<file path="src/rtl/pwm_capture_pkg.sv">
// Shared types and constants for the PWM capture block and its duty-cycle divider.
package pwm_capture_pkg;

  localparam int unsigned CNT_W_DEFAULT   = 24;
  localparam int unsigned TIMEOUT_DEFAULT = 2_700_000;
  localparam int unsigned DUTY_W          = 8;

  typedef enum logic [1:0] {
    ST_IDLE = 2'd0,
    ST_HIGH = 2'd1,
    ST_LOW  = 2'd2
  } pwm_state_e;

  // Clamp a quotient carrying one overflow bit to the duty range.
  function automatic logic [DUTY_W-1:0] sat_duty(input logic [DUTY_W:0] q);
    return q[DUTY_W] ? {DUTY_W{1'b1}} : q[DUTY_W-1:0];
  endfunction

endpackage

</file>
<file path="src/rtl/pwm_duty_div.sv">
// Restoring divider computing sat((num << DUTY_W) / den), one quotient bit per cycle.
// A start while busy reloads the operands and drops the pending result.
module pwm_duty_div
  import pwm_capture_pkg::*;
#(
  parameter int unsigned OP_W = CNT_W_DEFAULT
) (
  input  logic              clk,
  input  logic              rst_n,
  input  logic              start_i,
  input  logic [OP_W-1:0]   num_i,
  input  logic [OP_W-1:0]   den_i,
  output logic              busy_o,
  output logic              done_o,
  output logic [DUTY_W-1:0] quot_o
);

  localparam int unsigned QB = DUTY_W + 1;
  localparam int unsigned SW = $clog2(QB);

  logic              busy_q, busy_d;
  logic              done_q, done_d;
  logic [SW-1:0]     step_q, step_d;
  logic [OP_W-1:0]   rem_q, rem_d;
  logic [OP_W-1:0]   den_q, den_d;
  logic [QB-1:0]     shf_q, shf_d;
  logic [QB-1:0]     quo_q, quo_d;
  logic [DUTY_W-1:0] res_q, res_d;

  logic [OP_W:0]     trial;
  logic [OP_W:0]     diff;
  logic              take;
  logic [QB-1:0]     quo_nxt;

  always_comb begin
    trial   = {rem_q, shf_q[QB-1]};
    diff    = trial - {1'b0, den_q};
    take    = (trial >= {1'b0, den_q});
    quo_nxt = {quo_q[QB-2:0], take};

    busy_d = busy_q;
    done_d = 1'b0;
    step_d = step_q;
    rem_d  = rem_q;
    den_d  = den_q;
    shf_d  = shf_q;
    quo_d  = quo_q;
    res_d  = res_q;

    if (busy_q) begin
      rem_d  = OP_W'(take ? diff : trial);
      quo_d  = quo_nxt;
      shf_d  = shf_q << 1;
      step_d = step_q + SW'(1);
      if (step_q == SW'(QB - 1)) begin
        busy_d = 1'b0;
        done_d = 1'b1;
        res_d  = sat_duty(quo_nxt);
      end
    end

    // Dividend is {num, 8'b0}: its top bits seed the remainder, the rest shift in.
    if (start_i) begin
      busy_d = 1'b1;
      step_d = '0;
      rem_d  = num_i >> 1;
      shf_d  = {num_i[0], {DUTY_W{1'b0}}};
      den_d  = den_i;
      quo_d  = '0;
    end
  end

  always_ff @(posedge clk or negedge rst_n) begin
    if (!rst_n) begin
      busy_q <= 1'b0;
      done_q <= 1'b0;
      step_q <= '0;
      rem_q  <= '0;
      den_q  <= '0;
      shf_q  <= '0;
      quo_q  <= '0;
      res_q  <= '0;
    end else begin
      busy_q <= busy_d;
      done_q <= done_d;
      step_q <= step_d;
      rem_q  <= rem_d;
      den_q  <= den_d;
      shf_q  <= shf_d;
      quo_q  <= quo_d;
      res_q  <= res_d;
    end
  end

  assign busy_o = busy_q;
  assign done_o = done_q;
  assign quot_o = res_q;

endmodule

</file>
<file path="src/rtl/pwm_capture.sv">
// Measures high time, period and duty of an asynchronous PWM input,
// with loss-of-signal detection after TIMEOUT cycles without an edge.
module pwm_capture
  import pwm_capture_pkg::*;
#(
  parameter int unsigned CNT_W   = CNT_W_DEFAULT,
  parameter int unsigned TIMEOUT = TIMEOUT_DEFAULT
) (
  input  logic              clk,
  input  logic              rst_n,
  input  logic              pwm_in,
  output logic              meas_valid,
  output logic [CNT_W-1:0]  high_cnt,
  output logic [CNT_W-1:0]  period_cnt,
  output logic [DUTY_W-1:0] duty_q8,
  output logic              duty_valid,
  output logic              signal_ok,
  output logic              stuck_level
);

  logic [2:0]       sync_q;
  pwm_state_e       state_q, state_d;
  logic [CNT_W-1:0] cnt_q, cnt_d;
  logic [CNT_W-1:0] hlat_q, hlat_d;
  logic [CNT_W-1:0] high_q, high_d;
  logic [CNT_W-1:0] period_q, period_d;
  logic             meas_q, meas_d;
  logic             ok_q, ok_d;
  logic             stuck_q, stuck_d;

  logic             lvl;
  logic             rise;
  logic             fall;
  logic             to_hit;
  logic [CNT_W-1:0] cnt_inc;
  logic             div_busy_unused;

  // sync_q[1] is the synchronized level, sync_q[2] its one-cycle delayed copy.
  assign lvl     = sync_q[1];
  assign rise    = sync_q[1] & ~sync_q[2];
  assign fall    = ~sync_q[1] & sync_q[2];
  assign to_hit  = (64'(cnt_q) >= 64'(TIMEOUT));
  assign cnt_inc = (&cnt_q) ? cnt_q : cnt_q + CNT_W'(1);

  always_comb begin
    state_d  = state_q;
    cnt_d    = cnt_q;
    hlat_d   = hlat_q;
    high_d   = high_q;
    period_d = period_q;
    meas_d   = 1'b0;
    ok_d     = ok_q;
    stuck_d  = stuck_q;

    case (state_q)
      ST_IDLE: begin
        cnt_d = '0;
        if (rise) begin
          state_d = ST_HIGH;
          cnt_d   = CNT_W'(1);
        end
      end
      ST_HIGH: begin
        cnt_d = cnt_inc;
        if (fall) begin
          state_d = ST_LOW;
          hlat_d  = cnt_q;
        end else if (to_hit) begin
          state_d = ST_IDLE;
          cnt_d   = '0;
          ok_d    = 1'b0;
          stuck_d = lvl;
        end
      end
      ST_LOW: begin
        cnt_d = cnt_inc;
        if (rise) begin
          state_d  = ST_HIGH;
          cnt_d    = CNT_W'(1);
          meas_d   = 1'b1;
          high_d   = hlat_q;
          period_d = cnt_q;
          ok_d     = 1'b1;
        end else if (to_hit) begin
          state_d = ST_IDLE;
          cnt_d   = '0;
          ok_d    = 1'b0;
          stuck_d = lvl;
        end
      end
      default: state_d = ST_IDLE;
    endcase
  end

  always_ff @(posedge clk or negedge rst_n) begin
    if (!rst_n) begin
      sync_q   <= '0;
      state_q  <= ST_IDLE;
      cnt_q    <= '0;
      hlat_q   <= '0;
      high_q   <= '0;
      period_q <= '0;
      meas_q   <= 1'b0;
      ok_q     <= 1'b0;
      stuck_q  <= 1'b0;
    end else begin
      sync_q   <= {sync_q[1:0], pwm_in};
      state_q  <= state_d;
      cnt_q    <= cnt_d;
      hlat_q   <= hlat_d;
      high_q   <= high_d;
      period_q <= period_d;
      meas_q   <= meas_d;
      ok_q     <= ok_d;
      stuck_q  <= stuck_d;
    end
  end

  // Started with the values being latched, so duty_valid lands 9 cycles after meas_valid.
  pwm_duty_div #(
    .OP_W (CNT_W)
  ) u_div (
    .clk     (clk),
    .rst_n   (rst_n),
    .start_i (meas_d),
    .num_i   (high_d),
    .den_i   (period_d),
    .busy_o  (div_busy_unused),
    .done_o  (duty_valid),
    .quot_o  (duty_q8)
  );

  assign meas_valid  = meas_q;
  assign high_cnt    = high_q;
  assign period_cnt  = period_q;
  assign signal_ok   = ok_q;
  assign stuck_level = stuck_q;

endmodule
</file>
<file path="config.mk">
export PLATFORM = sky130hd
export DESIGN_NAME = pwm_capture
export DESIGN_NICKNAME = d
export VERILOG_FILES = /design/src/rtl/pwm_capture_pkg.sv /design/src/rtl/pwm_duty_div.sv /design/src/rtl/pwm_capture.sv
export SDC_FILE = /design/constraint.sdc
export NUM_CORES = 1
export LEC_CHECK = 0
export ABC_CLOCK_PERIOD_IN_PS = 7120
export BUFFER_PORTS_ARGS = -buffer_cell sky130_fd_sc_hd__buf_2
export CORE_MARGIN = 2
export CORE_UTILIZATION = 33
export DETAILED_ROUTE_END_ITERATION = 10
export GPL_TIMING_DRIVEN = 1
export PLACE_DENSITY_LB_ADDON = 0.15
export SLEW_MARGIN = 10
export SYNTH_ARGS = -nofsm -noshare
export SYNTH_HDL_FRONTEND = slang
export SYNTH_SLANG_ARGS = --single-unit
</file>
<file path="constraint.sdc">
create_clock -name clk -period 7.12 [get_ports clk]
set_input_delay 0.356 -clock clk [delete_from_list [all_inputs] [get_ports clk]]
set_output_delay 0.356 -clock clk [all_outputs]
set_load 0.05 [all_outputs]
</file>
* Yosys cells after proc, flatten, opt, wreduce, memory -nomap -nowiden
Cells that the tools add are included.
Word-level totals: bits in registers 183, output and inout port bits 60, logic and storage cells 81
Operators by class: $add $sub $neg 3, $lt $le $gt $ge 2, eq/ne operators 6, muxes and demuxes 40, bitwise logic cells 4, reduce and logical (&&, ||, !) cells 9
Operators by type and width (count):
- 24-bit two-way mux | 11
- 24-bit one-hot mux with 3 select lines | 1
- 25-bit by 24-bit >= comparator with 1-bit output | 1
- 24-bit by 1-bit adder with 24-bit output, second input constant | 1
- 24-bit by 22-bit >= comparator with 1-bit output, second input constant | 1
- 8-bit two-way mux | 3
- 24-bit AND reduction | 1
- 24-bit subtractor | 1
- 9-bit two-way mux | 2
- 1-bit two-way mux | 14
- 2-bit two-way mux | 4
- 4-bit two-way mux | 2
- 2-bit inequality test, second input constant | 3
- 2-bit one-hot mux with 3 select lines | 1
- 2-bit AND reduction | 3
- 4-bit by 1-bit adder with 4-bit output, second input constant | 1
- 4-bit == test, second input constant | 1
- 1-bit one-hot mux with 2 select lines | 2
- 2-bit nonzero test | 2
- 3-bit AND reduction | 1
- 3-bit nonzero test | 1
- 1-bit bitwise AND | 2
- 2-bit by 1-bit == test with 1-bit output, second input constant | 1
- 2-bit == test, second input constant | 1
- other kinds (2) | 3

* Depth between registers and ports, before layout
Gate-level depths: netlist of the first run.
depth after elaboration 5, gate-level depth with buffers 12, mapped depth without buffers 11

* Modules after synthesis
Synthesis of the first run repeated with hierarchy kept, for this count alone.
Second synthesis, totals: cell total of the unflattened synthesis 975, area, all modules 9128.8 um^2
By module, submodules not included:
- pwm_capture | instances 1, cells each 477, area an instance 4657.0 um^2, sequential area each 2602.5 um^2
- pwm_duty_div | instances 1, cells each 498, area an instance 4471.8 um^2, sequential area each 1776.7 um^2

* Least setup slack after synthesis of the first run
Ideal clock, no wire load.
kind reg2reg, start register u_div.shf_q[8], end register u_div.rem_q[22], arrival time 2.495 ns, required time 6.981 ns, path slack 4.486 ns, stages on the path, launching flop included 12, period minus slack after synthesis 2.634 ns, path through dfrtp_1 -> inv_1 -> ha_1 -> fa_1 -> nor2b_1 -> o21ai_0 -> a2111oi_2 -> nor4_1 -> or3_1 -> a21o_1 -> mux2i_1 -> a21oi_1
On the way: longest elaborated chain between the ends 4, elaborated cells between the ends (all ways) 5, classes of those cells 1 x add/sub; 1 x order compare; 3 x mux
Ends and longest elaborated chain:
- from (decl) | RTL line pwm_duty_div.sv:26 | logic [QB-1:0] shf_q, shf_d;
- from (signal assigned) | RTL line pwm_duty_div.sv:80 | shf_q <= '0;
- from (signal assigned) | RTL line pwm_duty_div.sv:89 | shf_q <= shf_d;
- 24-bit subtractor / 25-bit by 24-bit >= comparator with 1-bit output (equally long branches) | RTL line pwm_duty_div.sv:37, pwm_duty_div.sv:38
- 24-bit two-way mux (*) | RTL line pwm_duty_div.sv:51 | rem_d = OP_W'(take ? diff : trial);
- 24-bit two-way mux (*) | RTL line pwm_duty_div.sv:50 | if (busy_q) begin
- 24-bit two-way mux (*) | RTL line pwm_duty_div.sv:63 | if (start_i) begin
- to (signal assigned) | RTL line pwm_duty_div.sv:87 | rem_q <= rem_d;
- to (decl) | RTL line pwm_duty_div.sv:24 | logic [OP_W-1:0] rem_q, rem_d;
Every way passes the cells marked *; elsewhere a longest branch is shown, timed or not. The select of a mux whose other input is x is not followed. A chain may end at the register's enable or synchronous reset.

* Final worst setup path of the first run
start register u_div.rem_q[21], end register u_div.rem_q[9]
On the way: longest elaborated chain between the ends 4
Ends and longest elaborated chain:
- 25-bit by 24-bit >= comparator with 1-bit output | RTL line pwm_duty_div.sv:38 | take = (trial >= {1'b0, den_q});
- 24-bit two-way mux | RTL line pwm_duty_div.sv:51
- 24-bit two-way mux | RTL line pwm_duty_div.sv:50
- 24-bit two-way mux | RTL line pwm_duty_div.sv:63
No other way between the ends. The select of a mux whose other input is x is not followed.

==> impl_metrics.yaml, run 1 <==
place:
  placed_cells: 1332
  dp_hpwl_um: 15600
  io_buffers: 62
  finalWeightedCongestion: 0.7914
logic_synthesis:
  synth_edf_count: 0
  synth_top_area_cell: "dfrtp_1"
  synthDistinctLibCells: 69
  async_flop_share_pct: 100.0
  synth_common_cells: "nand2_1, dfrtp_1, o21ai_0"
  synthTopCellsByArea: "dfrtp_1, nand2_1, o21ai_0"
  ys_ff_latch: 175
  synth.most_common_cell: "nand2_1"
  synthCells: 973
  ys.flop_type: "dfrtp_1"
  ys_seq_area_share_pct: 50.13
  synthDominantCellAreaShare_pct: 50.13
  synth_nets: 1010
  avgSynthCellArea_um2: 8.978
  syn-cell-area_um2: 8736
  yosys_warnings: 0
pwr:
  internal-power_mw: 2.303
  p_sw_share_pct: 39.46
  leakage_nw: 4.937
  totalPowerFinal_mw: 3.804
  comb_power_share_pct: 40.3
  switchingPower_mw: 1.501
  pwr-share-clk_pct: 26.2
  power_density_nw_per_um2: 381.1
  seq_power_share_pct: 33.6
  ir_drop_mv: 0.1497
worst_setup_path:
  rrSetupSlack_ps: 3670
  required_ps: 7390
  worstReg2RegStart: "u_div.rem_q[21]$_DFFE_PN0P_"
  worstSetupEndpointType: "flop"
  worstRegToRegCells: 9
  arrival_ps: 3720
  cp_max_fo: 17
  critPathKind: "flop to flop"
  critPathLaunchType: "flop"
  r2r_end: "u_div.rem_q[9]$_DFFE_PN0P_"
finish:
  seq_area_um2: 4379
  multi_input_area_um2: 3995
  syn2layout_area_growth_pct: 14.25
  fillers: 2613
  drive_above_1_share_pct: 11.76
  n_antenna_cell: 0
  fin_nets: 1053
  stdcell_count: 1364
sta:
  setup_viol: 0
  drv_slew: 0
  hold_ws_ps: 23.62
  period_share_pct: 48.46
  fin_skew_ps: 12.15
  rsz0062_at_grt: "false"
  post-route-min-period_ps: 3450
  tns_ps: 0
  worst_slew_pin_slew_ps: 1064
  relSlewSlack_pct: 29.04
  final_hold_viol_count: 0
  fmax_ghz: 0.2898
clocking:
  insertion_delay_ps: 430
  tritoncts: "done"
  htreeDepth: 4
  clk_pin_slew_ps: 70
  cts_hold_buffers: 0
  postCtsSetupBuffers: 0
  numCtsBuffers: 17
  cts_root_buffer: "clkbuf_16"
  clock-sinks: 175
  ctsResizeCount: 0
  clockBufferDepth: 2
hold_path:
  hold_start: "pwm_in"
  whs_path_depth: 1
  holdPathEnd: "sync_q[0]$_DFF_PN0_"
  holdCritPathClass: "input port to flop"
global_route:
  grt_util_all_layers_pct: 17.05
  grt_overflow: 0
  grt_pass1_wl_um: 37960
  antenna_found_initial: 0
  grt_pass1_vias: 6806
  grt_max_degree: 126
detailed_routing:
  vias: 6889
  ant_nets: 0
  wire_per_inst_um: 16.80
  drtIter0Drc: 501
  detail_route.first_pass.iterations: 5
  drt_wl_total_um: 22920
  viasPerCell: 5.051
  route.detailed.drc: 0
floorplanning:
  initial_core_util_pct: 33.52
  dieArea_um2: 27790
  dieHeight_um: 166.7
  die_w_um: 166.7
  io_pins: 63
  rows: 59
  coreArea_um2: 26060
job:
  max-cap-violations: 0
status:
  outcome: "complete, no violations"
-- sequential cells by signal, summed over array words and instances, names as in the netlist --
register / flops
cnt_q: 24
high_cnt: 24
hlat_q: 24
meas_valid: 1
period_cnt: 24
signal_ok: 1
state_q: 2
stuck_level: 1
sync_q: 3
u_div.busy_o: 1
u_div.den_q: 24
u_div.done_o: 1
u_div.quo_q: 8
u_div.quot_o: 8
u_div.rem_q: 24
u_div.shf_q: 1
u_div.step_q: 4
-- power groups by stage --
stage,clock network (mW),logic [mW],registers (mW)
finish,0.995,1.53,1.28
global placement,0,1.53,1.29
CTS,1.02,1.55,1.28
detailed placement,0,1.54,1.29
floorplan,0,1.11,1.35
global route,1.06,1.72,1.30
-- how the worst max path moves through the flow --
stage,start,endpoint,slack [ps],cells past startpoint
2_1_floorplan,u_div.shf_q[8]$_DFFE_PN0P_,u_div.rem_q[22]$_DFFE_PN0P_,4490,11
3_5_place_dp,u_div.rem_q[21]$_DFFE_PN0P_,u_div.rem_q[9]$_DFFE_PN0P_,3690,9
5_1_grt,u_div.den_q[4]$_DFFE_PN0P_,u_div.rem_q[9]$_DFFE_PN0P_,3330,11
6_report,u_div.rem_q[21]$_DFFE_PN0P_,u_div.rem_q[9]$_DFFE_PN0P_,3670,9
3_3_place_gp,u_div.rem_q[3]$_DFFE_PN0P_,u_div.rem_q[6]$_DFFE_PN0P_,3790,10
4_1_cts,u_div.rem_q[21]$_DFFE_PN0P_,u_div.rem_q[9]$_DFFE_PN0P_,3620,9
-- critical path: stages (launching register included) --
cell      delay (ps)
dfrtp_1          400
ha_1             380
a21o_1           210
a211oi_1         460
o311ai_0         310
o21ai_2          690
buf_4            360
nand2_1          200
mux2i_1          210
o21ai_0           80
-- cell type report --
type	count	share of cell area (%)
Sequential cell	175	43.88
Clock buffer	23	5.090
Multi-Input combinational cell	703	40.03
Tap cell	335	4.200
Inverter	50	1.880
Clock inverter	9	1.203
Timing Repair Buffer	69	3.723
-- stage by stage --
step                worst slack, ps  util [%]  instance area, µm²
floorplan                      4486         -                8736
global placement               3793     35.89                9353
detailed placement             3694     35.89                9353
CTS                            3621     38.30                9981
global route                   3326     38.30                9981
finish                         3670     38.30                9981
-- cell families after synthesis --
kind of cell               synth area share, %
xor gates and xnor gates                 3.008
AOI/OAI and AO/OA                        14.67
adders and majority gates                4.956
and+or+nand+nor                          20.70
DFF                                      50.13
buffers and inverters                    4.297
muxes                                    2.249
-- routing by layer --
metal	GRT usage (%)	vias to the layer above	part of all wire [%]
met1	25.32	3372	51
met2	26.00	97	45
met5	0	-	0
met3	2.685	16	3.0
met4	4.310	0	1.0
li1	-	3404	-
-- cell usage in the layout (no fill, tap or decap), drive strengths merged, types with 4 or more instances in the layout --
master / instances
nand3: 24
a2111oi: 4
ha: 33
mux2: 5
a21oi: 43
or2: 4
o21ai: 88
nand2: 256
a22oi: 7
nor4b: 4
nand4: 8
a21o: 8
mux2i: 14
nor2: 63
nand2b: 4
o21a: 6
nor4: 6
dfrtp: 175
and3: 11
clkbuf: 24
o31ai: 5
xor2: 16
or3: 13
xnor2: 14
inv: 54
a211oi: 9
buf: 68
nor3: 8
No activity file was read; power rests on OpenSTA's default activity.
==> run 2: changes to the inputs <==
ABC_CLOCK_PERIOD_IN_PS = 3100   (was 7120)
clock period = 3.1 ns   (was 7.12 ns; I/O delays follow)
==> impl_metrics.yaml, run 2 (same netlist as run 1, synthesis figures left out) <==
finish:
  fillers: 2656
  seq_area_um2: 4379
  n_antenna_cell: 0
  stdcell_count: 1387
  drive_above_1_share_pct: 13.97
  final_cell_mix: "nand2_1, dfrtp_1, o21ai_0, nor2_1, buf_2"
  multi_input_area_um2: 4031
  fin_nets: 1076
  final_common_cell: "nand2_1"
  syn2layout_area_growth_pct: 16.93
sta:
  period_share_pct: 91.49
  rsz0062_at_grt: "false"
  setup_viol: 0
  post-route-min-period_ps: 2836
  fin_skew_ps: 9.501
  final_hold_viol_count: 0
  tns_ps: 0
  relSlewSlack_pct: 51.46
  drv_slew: 0
  worst_slew_pin_slew_ps: 725.5
  fmax_ghz: 0.3526
worst_setup_path:
  critPathKind: "flop to flop"
  critPathLaunchType: "flop"
  crit_buf_inv: 1
  crit_family: "compound AO/OA/AOI/OAI gates"
  worstSetupEndpointType: "flop"
  slowest_stage: "fa_1"
  slowest_delay_ps: 400
  crit_chain: "inv_1 -> ha_1 -> fa_1 -> nor2b_2 -> o21ai_2 -> a2111oi_4 -> nor4_1 -> or3_1 -> a21o_1 -> mux2i_1 -> a21oi_1"
  arrival_ps: 3130
  cp_max_fo: 3
  required_ps: 3390
detailed_routing:
  route.detailed.drc: 0
  drt_wl_total_um: 23180
  vias: 6934
  ant_nets: 0
  detail_route.first_pass.iterations: 5
  wire_per_inst_um: 16.71
  drtIter0Drc: 441
  viasPerCell: 4.999
floorplanning:
  io_pins: 63
  dieHeight_um: 166.7
  initial_core_util_pct: 33.52
  dieArea_um2: 27790
  coreArea_um2: 26060
  rows: 59
  die_w_um: 166.7
clocking:
  clk_pin_slew_ps: 70
  postCtsSetupBuffers: 0
  tritoncts: "done"
  clockBufferDepth: 2
  htreeDepth: 4
  clock-sinks: 175
  cts_root_buffer: "clkbuf_16"
  numCtsBuffers: 17
  insertion_delay_ps: 430
pwr:
  leakage_nw: 5.069
  totalPowerFinal_mw: 8.948
  ir_drop_mv: 0.3567
  power_density_nw_per_um2: 876.0
  comb_power_share_pct: 41.7
  switchingPower_mw: 3.501
  p_sw_share_pct: 39.13
  pwr-share-clk_pct: 25.5
  seq_power_share_pct: 32.8
  internal-power_mw: 5.447
hold_path:
  holdCritPathClass: "input port to asynchronous set/reset pin"
global_route:
  antenna_found_initial: 0
  grt_overflow: 0
  grt_pass1_wl_um: 37530
  grt_pass1_vias: 6781
  grt_util_all_layers_pct: 16.93
  grt_max_degree: 86
place:
  io_buffers: 62
  finalWeightedCongestion: 0.7949
  dp_hpwl_um: 16180
  placed_cells: 1353
status:
  outcome: "complete, no violations"
job:
  max-cap-violations: 0
run 2: changes by cell type in the layout (fill, tap and decap cells not counted), sizes merged:
cell	change
inv	-2
buf	+21
clkinv	+6
clkbuf	-3
clkinvlp	-2
dlygate4sd3	+2
bufinv	+1
run 2: per-stage QoR:
step	instance area [µm²]	utilization, %	hold slack (ps)	setup WS (ps)
after floorplan	8736	-	-140.6	466.2
after global placement	9535	36.59	259.8	194.4
after detailed placement	9535	36.59	270.0	178.8
after CTS	10180	39.06	349.1	105.4
after global routing	10210	39.20	357.0	73.79
final	10210	39.20	338.9	263.9
run 2: path summary, 6_finish.rpt:
kind / startpoint / endpoint / slack (ps) / depth (start not counted)
setup / recovery: u_div.shf_q[8]$_DFFE_PN0P_ / u_div.rem_q[22]$_DFFE_PN0P_ / 260 / 11
hold / removal: rst_n / cnt_q[5]$_DFFE_PN0P_ / 340 / 2
setup reg to reg: u_div.shf_q[8]$_DFFE_PN0P_ / u_div.rem_q[22]$_DFFE_PN0P_ / 260 / 11
hold reg to reg: sync_q[0]$_DFF_PN0_ / sync_q[1]$_DFF_PN0_ / 350 / 0
max in group asynchronous: rst_n / cnt_q[16]$_DFFE_PN0P_ / 1930 / 3
min in group clk: sync_q[0]$_DFF_PN0_ / sync_q[1]$_DFF_PN0_ / 350 / 0
run 2: power by group through the flow:
stage / combinational [mW] / clock (mW) / sequential (mW)
finish: 3.73 / 2.29 / 2.93
global route: 4.16 / 2.45 / 2.98
CTS: 3.70 / 2.35 / 2.93
detailed placement: 3.67 / 0 / 2.97
global placement: 3.68 / 0 / 2.97
floorplan: 2.56 / 0 / 3.09
run 2: routing by layer:
metal / track usage, % / share of wire, % / wire length, µm / vias up
li1: - / - / - / 3456
met1: 25.06 / 51 / 11880 / 3390
met2: 25.98 / 46 / 10560 / 75
met3: 2.638 / 2.4 / 545 / 13
met4: 4.123 / 0.84 / 195 / 0
met5: 0 / 0 / 0 / -
run 2: layout make-up:
cell class | count | area share, %
multi-input cells | 703 | 39.47
clock inverters | 12 | 1.531
clock buffers | 20 | 4.569
inverters | 50 | 1.837
flip-flops and latches | 175 | 42.87
well taps | 335 | 4.103
repair buffers | 92 | 5.622
run 2: worst register-to-register path, stage by stage, from the launching register on:
cell and delay, ps:
dfrtp_1 360, inv_1 50, ha_1 210, fa_1 400
nor2b_2 190, o21ai_2 120, a2111oi_4 380, nor4_1 110
or3_1 400, a21o_1 220, mux2i_1 160, a21oi_1 90
run 2: repair_timing:
action	4_1_cts	5_1_grt
gates resized for setup	0	9
endpoints found under the setup margin	0	9
hold buffers	2	0
endpoints found under the hold margin	83	0
==> run 3: changes to the inputs <==
ABC_AREA = 1   (was default)
==> impl_metrics.yaml, run 3 <==
logic_synthesis:
  avgSynthCellArea_um2: 7.511
  ys_ff_latch: 175
  ys_seq_area_share_pct: 44.81
  synthDistinctLibCells: 42
  ys.flop_type: "dfrtp_1"
  synth.most_common_cell: "nand2_1"
  synth_top_area_cell: "dfrtp_1"
  synth_common_cells: "nand2_1, inv_1, dfrtp_1"
  synthDominantCellAreaShare_pct: 44.81
  yosys_warnings: 0
  synthTopCellsByArea: "dfrtp_1, nand2_1, inv_1"
  synth_edf_count: 0
  async_flop_share_pct: 100.0
  synth_nets: 1338
  syn-cell-area_um2: 9772
  synthCells: 1301
hold_path:
  holdCritPathClass: "flop to flop"
detailed_routing:
  drtIter0Drc: 486
  detail_route.first_pass.iterations: 5
  wire_per_inst_um: 16.48
  ant_nets: 0
  drt_wl_total_um: 28980
  vias: 8472
  route.detailed.drc: 0
  viasPerCell: 4.816
finish:
  final_common_cell: "nand2_1"
  fin_nets: 1393
  drive_above_1_share_pct: 10.30
  syn2layout_area_growth_pct: 13.87
  n_antenna_cell: 0
  final_cell_mix: "nand2_1, inv_1, dfrtp_1, o21ai_0, nand3_1"
global_route:
  antenna_found_initial: 0
  grt_max_degree: 120
  grt_overflow: 0
  grt_pass1_vias: 8508
  grt_pass1_wl_um: 47250
  grt_util_all_layers_pct: 19.53
pwr:
  p_sw_share_pct: 44.91
  switchingPower_mw: 4.334
  ir_drop_mv: 0.3646
  seq_power_share_pct: 29.6
  pwr-share-clk_pct: 22.7
  totalPowerFinal_mw: 9.651
  internal-power_mw: 5.317
  power_density_nw_per_um2: 867.4
  comb_power_share_pct: 47.8
  leakage_nw: 5.771
worst_setup_path:
  cp_max_fo: 32
  slowest_stage: "dfrtp_1"
  required_ps: 3420
  r2r_end: "u_div.rem_q[22]$_DFFE_PN0P_"
  endpoint: "u_div.rem_q[22]$_DFFE_PN0P_"
  rrSetupSlack_ps: 600
  cp-startpoint: "u_div.rem_q[2]$_DFFE_PN0P_"
  worstSetupEndpointType: "flop"
  critPathKind: "flop to flop"
  critPathLaunchType: "flop"
  arrival_ps: 2820
  worstReg2RegStart: "u_div.rem_q[2]$_DFFE_PN0P_"
  crit_chain: "ha_1 -> nand2_1 -> inv_1 -> nand2_1 -> nand2_1 -> nand2_1 -> nand3_1 -> nand3_2 -> nand3_4 -> nand2_1 -> nand2_1 -> nand2_1 -> nand2_1"
  worst_path_most_repeated_cell: "nand2_1"
  worstRegToRegCells: 13
  slowest_delay_ps: 410
clocking:
  clock-sinks: 175
  numCtsBuffers: 17
  tritoncts: "done"
  clockBufferDepth: 2
  clk_pin_slew_ps: 80
  htreeDepth: 4
  postCtsSetupBuffers: 0
  cts_root_buffer: "clkbuf_16"
  insertion_delay_ps: 430
floorplanning:
  dieHeight_um: 176.1
  dieArea_um2: 31000
  coreArea_um2: 29400
  initial_core_util_pct: 33.24
  rows: 63
  die_w_um: 176.1
  io_pins: 63
place:
  finalWeightedCongestion: 0.9000
  io_buffers: 62
  dp_hpwl_um: 21150
sta:
  final_hold_viol_count: 0
  hold_ws_ps: 350.6
  drv_slew: 0
  setup_viol: 0
  worst_slew_pin_slew_ps: 840.7
  rsz0062_at_grt: "false"
  post-route-min-period_ps: 2499
  fin_skew_ps: 14.47
  period_share_pct: 80.61
  relSlewSlack_pct: 43.96
  tns_ps: 0
  fmax_ghz: 0.4002
status:
  outcome: "complete, no violations"
job:
  max-cap-violations: 0
-- run 3: cell types whose count changed in the layout (fill, tap and decap cells not counted), sizes merged, moves of 14 or more --
cell	delta
a21oi	-15
nand4	+23
mux2i	-14
nand3	+69
o21ai	+35
inv	+146
nand2	+155
o22ai	+18
-- run 3: worst min-delay path by stage --
stage / from / endpoint / slack [ps] / depth (start not counted)
floorplan: rst_n / cnt_q[0]$_DFFE_PN0P_ / -140 / 0
global placement: pwm_in / sync_q[0]$_DFF_PN0_ / 270 / 1
detailed placement: pwm_in / sync_q[0]$_DFF_PN0_ / 270 / 1
CTS: pwm_in / sync_q[0]$_DFF_PN0_ / 340 / 2
global route: pwm_in / sync_q[0]$_DFF_PN0_ / 350 / 2
finish: sync_q[0]$_DFF_PN0_ / sync_q[1]$_DFF_PN0_ / 350 / 0
-- run 3: cells by family (layout without fill, tap and decap cells) --
| family | count (synthesis) | in the layout | synth area share [%] |
|---|---|---|---|
| flip-flops | 175 | 175 | 44.81 |
| adder cells (fa/ha/maj) | 34 | 34 | 4.430 |
| AO/OA/AOI/OAI | 192 | 192 | 10.85 |
| buffers and inverters | 243 | 311 | 9.974 |
| XOR/XNOR | 23 | 23 | 2.062 |
| AND/OR/NAND/NOR | 634 | 634 | 27.87 |
-- run 3: critical path: cells and delay by family, from the launching register on --
kind,cells,cell delay (ps)
flip-flops,1,410
buffers and inverters,1,70
adder cells (fa/ha/maj),1,350
AND/OR/NAND/NOR,11,1540
-- run 3: cell type report --
class	count	area [µm²]
multi-input cells	883	4433
repair buffers	82	486.7
inverters	197	754.5
well taps	390	488.0
clock buffers	17	425.4
flip-flops and latches	175	4379
fillers	3069	18280
clock inverters	15	160.2
-- run 3: power by group through the flow --
stage | combinational [mW] | clock, mW | sequential (mW)
after floorplan | 3.23 | 0 | 3.09
after global placement | 4.61 | 0 | 2.89
after detailed placement | 4.60 | 0 | 2.90
after CTS | 4.63 | 2.24 | 2.86
after global routing | 5.24 | 2.34 | 2.90
final | 4.61 | 2.19 | 2.85
-- run 3: layer usage --
metal  GRT usage (%)  part of all wire, %
met4           5.579                  1.8
met3           2.369                  1.9
met5               0                    0
met1           26.47                   47
met2           32.86                   49
-- run 3: what timing repair did --
item,CTS,global route
hold buffers,2,0
hold endpoints to repair,93,0
resized for setup,0,1
endpoints found under the setup margin,0,1
-- run 3: stage by stage --
step | area (µm²) | instances | util, % | setup slack, ps
after floorplan | 9772 | 1301 | - | 1170
final | 11130 | 1759 | 37.84 | 601.0
after global routing | 11130 | 1759 | 37.84 | 363.9
after CTS | 11120 | 1759 | 37.82 | 264.4
after detailed placement | 10510 | 1725 | 35.76 | 291.4
after global placement | 10510 | 1725 | 35.76 | 377.2
